**src/rtl/uart_pkg.sv**
```systemverilog
// Shared UART definitions: FSM state encodings and frame geometry.
// Used by the receiver and, as it migrates, the transmitter.
package uart_pkg;

   localparam int DATA_BITS = 8;

   typedef enum logic [2:0] {
      IDLE  = 3'd0,
      START = 3'd1,
      DATA  = 3'd2,
      STOP  = 3'd3,
      BREAK = 3'd4
   } uart_state_e;

   // States in which a frame is in flight (BREAK is deliberately excluded).
   function automatic logic is_busy_state(uart_state_e s);
      return (s == START) || (s == DATA) || (s == STOP);
   endfunction

endpackage

```
**src/rtl/uart_rx_sync.sv**
```systemverilog
// Two-flop synchroniser for the serial line; resets to the idle level (1).
// Only compiled when UART_RX_SYNC_EN is defined, since only then is it instantiated.
`ifdef UART_RX_SYNC_EN
module uart_rx_sync (
   input  logic clk,
   input  logic reset_n,
   input  logic d,
   output logic q
);

   logic [1:0] sync_q;
   logic [1:0] sync_d;

   always_comb begin
      sync_d = {sync_q[0], d};
   end

   always_ff @(posedge clk or negedge reset_n) begin
      if (!reset_n) begin
         sync_q <= 2'b11;
      end else begin
         sync_q <= sync_d;
      end
   end

   assign q = sync_q[1];

endmodule
`endif

```
**src/rtl/uart_rx.sv**
```systemverilog
// 8N1 UART receiver: start confirmation at half a bit, then one sample per bit period.
// Define UART_RX_SYNC_EN to put a 2-flop synchroniser in front of the FSM (+2 cycles latency).
module uart_rx
   import uart_pkg::*;
#(
   parameter int CLKS_PER_BIT = 1
) (
   input  logic       clk,
   input  logic       reset_n,
   input  logic       rx_en,
   input  logic       rx_data_in,
   output logic [7:0] rx_data_out,
   output logic       start,
   output logic       busy,
   output logic       valid,
   output logic       frame_err,
   output logic [2:0] dbg_state
);

   localparam int HALF  = CLKS_PER_BIT / 2;
   localparam int CNT_W = ($clog2(CLKS_PER_BIT + 1) < 1) ? 1 : $clog2(CLKS_PER_BIT + 1);
   localparam logic [CNT_W-1:0] CNT_LAST = CNT_W'(CLKS_PER_BIT - 1);
   localparam logic [CNT_W-1:0] CNT_HALF = CNT_W'(HALF);
   localparam logic [CNT_W-1:0] CNT_ONE  = CNT_W'(1);
   localparam logic [2:0]       LAST_BIT = 3'(DATA_BITS - 1);
   localparam logic             SKIP_START = (HALF == 0);

   logic line;

`ifdef UART_RX_SYNC_EN
   uart_rx_sync u_sync (
      .clk     (clk),
      .reset_n (reset_n),
      .d       (rx_data_in),
      .q       (line)
   );
`else
   assign line = rx_data_in;
`endif

   uart_state_e          state_q, state_d;
   logic [CNT_W-1:0]     cnt_q, cnt_d;
   logic [2:0]           bit_idx_q, bit_idx_d;
   logic [DATA_BITS-1:0] shift_q, shift_d;
   logic [DATA_BITS-1:0] data_q, data_d;
   logic                 start_q, start_d;
   logic                 busy_q, busy_d;
   logic                 valid_q, valid_d;
   logic                 ferr_q, ferr_d;

   always_comb begin
      state_d   = state_q;
      cnt_d     = cnt_q;
      bit_idx_d = bit_idx_q;
      shift_d   = shift_q;
      data_d    = data_q;
      start_d   = 1'b0;
      valid_d   = 1'b0;
      ferr_d    = 1'b0;

      case (state_q)
         IDLE: begin
            if (rx_en && !line) begin
               // With one clk per bit there is no half-bit to wait for.
               if (SKIP_START) begin
                  state_d   = DATA;
                  cnt_d     = '0;
                  bit_idx_d = '0;
                  start_d   = 1'b1;
               end else begin
                  state_d = START;
                  cnt_d   = CNT_ONE;
               end
            end
         end
         START: begin
            if (cnt_q == CNT_HALF) begin
               cnt_d = '0;
               if (!line) begin
                  state_d   = DATA;
                  bit_idx_d = '0;
                  start_d   = 1'b1;
               end else begin
                  state_d = IDLE;
               end
            end else begin
               cnt_d = cnt_q + CNT_ONE;
            end
         end
         DATA: begin
            if (cnt_q == CNT_LAST) begin
               cnt_d     = '0;
               shift_d   = {line, shift_q[DATA_BITS-1:1]};
               bit_idx_d = bit_idx_q + 3'd1;
               if (bit_idx_q == LAST_BIT) begin
                  state_d = STOP;
               end
            end else begin
               cnt_d = cnt_q + CNT_ONE;
            end
         end
         STOP: begin
            if (cnt_q == CNT_LAST) begin
               cnt_d = '0;
               if (line) begin
                  data_d  = shift_q;
                  valid_d = 1'b1;
                  state_d = IDLE;
               end else begin
                  ferr_d  = 1'b1;
                  state_d = BREAK;
               end
            end else begin
               cnt_d = cnt_q + CNT_ONE;
            end
         end
         BREAK: begin
            // A line held low must go high before another start is accepted.
            if (line) begin
               state_d = IDLE;
            end
         end
         default: begin
            state_d   = IDLE;
            cnt_d     = '0;
            bit_idx_d = '0;
         end
      endcase

      busy_d = is_busy_state(state_d);
   end

   always_ff @(posedge clk or negedge reset_n) begin
      if (!reset_n) begin
         state_q   <= IDLE;
         cnt_q     <= '0;
         bit_idx_q <= '0;
         shift_q   <= '0;
         data_q    <= '0;
         start_q   <= 1'b0;
         busy_q    <= 1'b0;
         valid_q   <= 1'b0;
         ferr_q    <= 1'b0;
      end else begin
         state_q   <= state_d;
         cnt_q     <= cnt_d;
         bit_idx_q <= bit_idx_d;
         shift_q   <= shift_d;
         data_q    <= data_d;
         start_q   <= start_d;
         busy_q    <= busy_d;
         valid_q   <= valid_d;
         ferr_q    <= ferr_d;
      end
   end

   assign rx_data_out = data_q;
   assign start       = start_q;
   assign busy        = busy_q;
   assign valid       = valid_q;
   assign frame_err   = ferr_q;
   assign dbg_state   = state_q;

endmodule

```
**config.mk**
```make
export PLATFORM = sky130hd
export DESIGN_NAME = uart_rx
export DESIGN_NICKNAME = d
export VERILOG_FILES = /design/src/rtl/uart_pkg.sv /design/src/rtl/uart_rx_sync.sv /design/src/rtl/uart_rx.sv
export SDC_FILE = /design/constraint.sdc
export NUM_CORES = 1
export LEC_CHECK = 0
export CORE_UTILIZATION = 50
export CTS_CLUSTER_SIZE = 20
export DETAILED_ROUTE_END_ITERATION = 10
export PLACE_DENSITY = 0.77
export SKIP_CTS_REPAIR_TIMING = 1
export SYNTH_ARGS = -nofsm -noshare
export SYNTH_HDL_FRONTEND = slang
export SYNTH_SLANG_ARGS = --single-unit
```
**constraint.sdc**
```tcl
create_clock -name clk -period 1.7 [get_ports clk]
set_input_delay 0.34 -clock clk [delete_from_list [all_inputs] [get_ports clk]]
set_output_delay 0.34 -clock clk [all_outputs]
set_load 0.02 [all_outputs]
```
* After elaboration in Yosys (flattened, before gate mapping) *
Cells that the tools add are included.

operators by class
  add/sub/neg operators = 2
  equal/unequal tests = 12
  muxes and demuxes = 25
  bitwise logic cells = 3
  reductions and logical operators = 11

operators with widths
  operator                                                               count
  3-bit two-way mux                                                      11
  3-bit case mux with 5 select lines                                     1
  3-bit by 2-bit equality test with 1-bit output, second input constant  4
  3-bit case mux with 4 select lines                                     1
  1-bit two-way mux                                                      9
  2-bit inequality test, second input constant                           4
  3-bit by 1-bit equality test with 1-bit output, second input constant  2
  3-bit equality test, second input constant                             2
  5-bit AND reduction                                                    1
  2-bit AND reduction                                                    2
  3-bit by 1-bit adder with 3-bit output, second input constant          1
  3-bit logical NOT                                                      1
  1-bit inverter                                                         3
  1-bit case mux with 3 select lines                                     1
  3-bit AND reduction                                                    1
  3-bit OR reduction                                                     1
  1-bit logical OR                                                       2
  2-bit two-way mux                                                      1
  1-bit case mux with 2 select lines                                     1
  2-bit OR reduction                                                     1
  1-bit adder, second input constant                                     1
  1-bit logical AND                                                      1
  1-bit logical NOT                                                      1

word-level totals
  bits in registers = 27
  input bits = 4
  logic and storage cells = 62

* Logic depth before layout (Yosys ltp) *
  depth after elaboration = 7
  gate-level depth with buffers = 4

* Worst setup path before layout *
No wires, ideal clock.

  kind = register -> register
  start point = reg state_q[0], in the netlist dbg_state[0]
  end point = reg shift_q[4]
  setup time = 125 ps
  data arrival time = 1340 ps
  required time = 1575 ps
  slack = 235 ps
  cell stages (with the launch flop) = 5
  buffers on the path = 2
  cell sequence = dfrtp_1 -> buf_6 -> nor3b_4 -> buf_6 -> mux2_4

between the ends
  cells in the longest elaborated chain, start to end = 2

RTL lines
  item                                            RTL line        text
  from (decl)                                     uart_rx.sv:41   uart_state_e state_q, state_d;
  from (signal assigned)                          uart_rx.sv:145  state_q <= state_d;
  3-bit by 2-bit equality test with 1-bit output  uart_rx.sv:61   case (state_q)
  2-bit AND reduction (no line)                   --
  to (signal assigned)                            uart_rx.sv:148  shift_q <= shift_d;
  to (decl)                                       uart_rx.sv:44   logic [DATA_BITS-1:0] shift_q, shift_d;

No other way between the ends.
A chain may end at the register's enable or synchronous reset.

* Worst setup path after layout *
  start point = reg data_q[7], in the netlist rx_data_out[7]
  end point = out rx_data_out[7]

RTL lines
  item                    RTL line        text
  from (decl)             uart_rx.sv:45   logic [DATA_BITS-1:0] data_q, data_d;
  from (signal assigned)  uart_rx.sv:149  data_q <= data_d;
  to (decl)               uart_rx.sv:12   output logic [7:0] rx_data_out,

No word-level cell between the ends.

==> flow_metrics.env <==
export IMPL_status="finished clean"
export IMPL_cts_root_buffer="clkbuf_4"
export IMPL_cts_buffer_depth=2
export IMPL_hold_violations=0
export IMPL_routed_via_density=5.02
export IMPL_cp_data_required_time_ps=1360
export IMPL_drtIter0Drc=7
export IMPL_maxCapViolations=0
export IMPL_fin_crit_sh_pct=95.1
export IMPL_synth_enable_flop_cells=0
export IMPL_routed_wl_mm=1.61
export IMPL_start_util_pct=53.2
export IMPL_ys_ff_latch=26
export IMPL_antenna_found_initial=0
export IMPL_core_mm2=0.00198
export IMPL_p_switching_uw=743
export IMPL_nets=99
export IMPL_die_area_mm2=0.00230
export IMPL_cts_buffers_inserted=3
export IMPL_die_width_um=47.9
export IMPL_final_area_mm2=0.00135
export IMPL_synth_area_leaders="dfrtp_1 (62%), mux2_2 (13%), mux2_4 (7.1%)"
export IMPL_slowest_delay_ps=610
export IMPL_postRouteAntennaNets=0
export IMPL_fmax_mhz=619
export IMPL_critPathLaunchType="flop"
export IMPL_r2r_slack_ps=230
export IMPL_fin_worst_skew_ps=5.56
export IMPL_synthesis_area_mm2=0.00105
export IMPL_reg2reg_to="shift_q[1]$_DFFE_PN0P_"
export IMPL_arrival_ps=1280
export IMPL_p_int_mw=1.64
export IMPL_hold_path_class="primary input to async pin"
export IMPL_first_pass_iters=3
export IMPL_syn_nets=71
export IMPL_num_rows=16
export IMPL_insertion_delay_ps=310
export IMPL_async_flop_share_pct=100
export IMPL_grt_ovfl_total=0
export IMPL_wire_per_inst_um=13.5
export IMPL_p_leak_nw=0.667
export IMPL_tritoncts="built"
export IMPL_placed_area_mm2=0.00128
export IMPL_worstReg2RegStart="dbg_state[0]$_DFF_PN0_"
export IMPL_vias=597
export IMPL_grt_setup_unrepaired="no"
export IMPL_ys_warn_count=0
export IMPL_synth_common_cells="dfrtp_1 (26), mux2_2 (12), mux2_4 (5)"
export IMPL_comb_power_share_pct=43.6
export IMPL_gp_congestion=0.770
export IMPL_worstSetupPathType="flop to primary output"
export IMPL_synth_cells=65
export IMPL_synth_most_common_cell="dfrtp_1"
export IMPL_powerDensity_mw_per_mm2=1770
export IMPL_cp_max_fo=2
export IMPL_switching_share_pct=31.2
export IMPL_htreeDepth=1
export IMPL_cp_cell_sequence="clkdlybuf4s50_1"
export IMPL_setup_violations_final=0
export IMPL_critPathBufInv=1
export IMPL_numClockSinks=26
export IMPL_path_delay_family="buffers and inverters"
export IMPL_grt_use_total_pct=17.1
export IMPL_die_y_um=47.9
export IMPL_fin_cells=119
export IMPL_p_clk_share_pct=12.3
export IMPL_yosysTopAreaCell="dfrtp_1"
export IMPL_dpl_hpwl_mm=1.10
export IMPL_crit_path_end_kind="primary output"
export IMPL_seq_power_share_pct=44.0
export IMPL_synth_top_area_share_pct=61.7
export IMPL_grt_pass1_vias=535
export IMPL_area_growth_pct=27.6
export IMPL_syn_avg_cell_area_um2=16.2
export IMPL_ir_drop_mv=0.976
export IMPL_synth_distinct_cells=21
export IMPL_final_layout_size_suffix_gt1_share_pct=42.4
export IMPL_io_buffers=18
export IMPL_num_io_pins=19
export IMPL_ys_seq_area_share_pct=61.7
export IMPL_synth_ff_type="dfrtp_1"
export IMPL_antennaDiodeCount=0
export IMPL_placed_cells=113
export IMPL_drc=0
export IMPL_slew_headroom_pct=72.2
export IMPL_tightest_slew_ps=414
export IMPL_grt_pass1_wl_mm=2.49
export IMPL_grt_max_degree=27
export IMPL_rr_worst_depth=4
export IMPL_period_minus_slack_ps=1620
export IMPL_clk_pin_slew_ps=130
export IMPL_drv_slew=0
export IMPL_startpoint="rx_data_out[7]$_DFFE_PN0P_"
export IMPL_cpMaxStageDelayCell="clkdlybuf4s50_1"
==> worst max-delay path by stage <==
stage / end / slack, ps / depth (start not counted)
after floorplan: shift_q[4]$_DFFE_PN0P_ / 240 / 4
after global placement: bit_idx_q[0]$_DFFE_PN0P_ / 50 / 4
after detailed placement: bit_idx_q[0]$_DFFE_PN0P_ / 20 / 3
after CTS: dbg_state[0] / -220 / 1
after global routing: rx_data_out[5] / 2 / 1
final: rx_data_out[7] / 80 / 1
==> cell usage in the layout, fill, tap and decap left out <==
cell type / instances
a22o_2: 2
and2_2: 1
buf_4: 7
clkbuf_4: 3
clkbuf_8: 1
clkdlybuf4s50_1: 15
dfrtp_1: 23
dfrtp_2: 3
dlymetal6s2s_1: 3
ha_1: 2
inv_1: 1
mux2_2: 12
mux2_4: 5
mux2i_1: 1
nand2_1: 1
nand4b_2: 1
nor2_1: 1
nor2_2: 1
nor2b_1: 1
nor3_1: 1
nor3b_4: 1
nor4_1: 1
o21a_1: 1
o41a_1: 1
or2_2: 2
or3b_1: 1
==> power groups by stage <==
stage	logic (mW)	clock network, mW	registers, mW
finish	1.04	0.293	1.05
global route	1.12	0.335	1.09
CTS	1.03	0.310	1.05
detailed placement	1.02	0	1.07
global placement	1.00	0	1.05
floorplan	0.592	0	1.16
==> registers in the layout, indices dropped and copies added, names as in the netlist <==
| register | flops |
|---|---|
| rx_data_out | 8 |
| shift_q | 8 |
| bit_idx_q | 3 |
| dbg_state | 3 |
| busy | 1 |
| frame_err | 1 |
| start | 1 |
| valid | 1 |
==> metal layers <==
metal  track usage [%]  vias to the layer above  share of wire (%)  wire length (um)
met2              20.8                       14                 45               721
met3              3.40                        6                2.9                47
li1                  -                      287                  -                 -
met1              25.3                      290                 49               786
met5                 0                        -                  0                 0
met4              15.0                        0                3.1                49
==> cells by family after synthesis <==
kind of cell               after synthesis  share of synthesized area [%]
AOI/OAI and AO/OA                        4                           3.68
DFF                                     26                           61.7
and+or+nand+nor                         12                           8.90
muxes                                   18                           20.9
buffers and inverters                    3                           2.49
adders and majority gates                2                           2.37
==> through the flow <==
step	util, %	hold WS [ps]	setup TNS [ps]	total power [mW]	setup slack [ps]
after floorplan	-	44.4	0	1.75	235
after global placement	64.8	486	0	2.05	50.1
after detailed placement	64.8	493	0	2.09	15.0
after CTS	66.6	382	-536	2.39	-223
after global routing	67.9	406	0	2.54	1.71
final	67.9	380	0	2.38	83.5
==> area by class of cell <==
class / count / area, um^2
inverters: 1 / 3.75
multi-input cells: 36 / 378
well taps: 27 / 33.8
fillers: 142 / 636
clock buffers: 4 / 36.3
flip-flops and latches: 26 / 654
repair buffers: 25 / 240
Power figures use the tool's default switching activity.
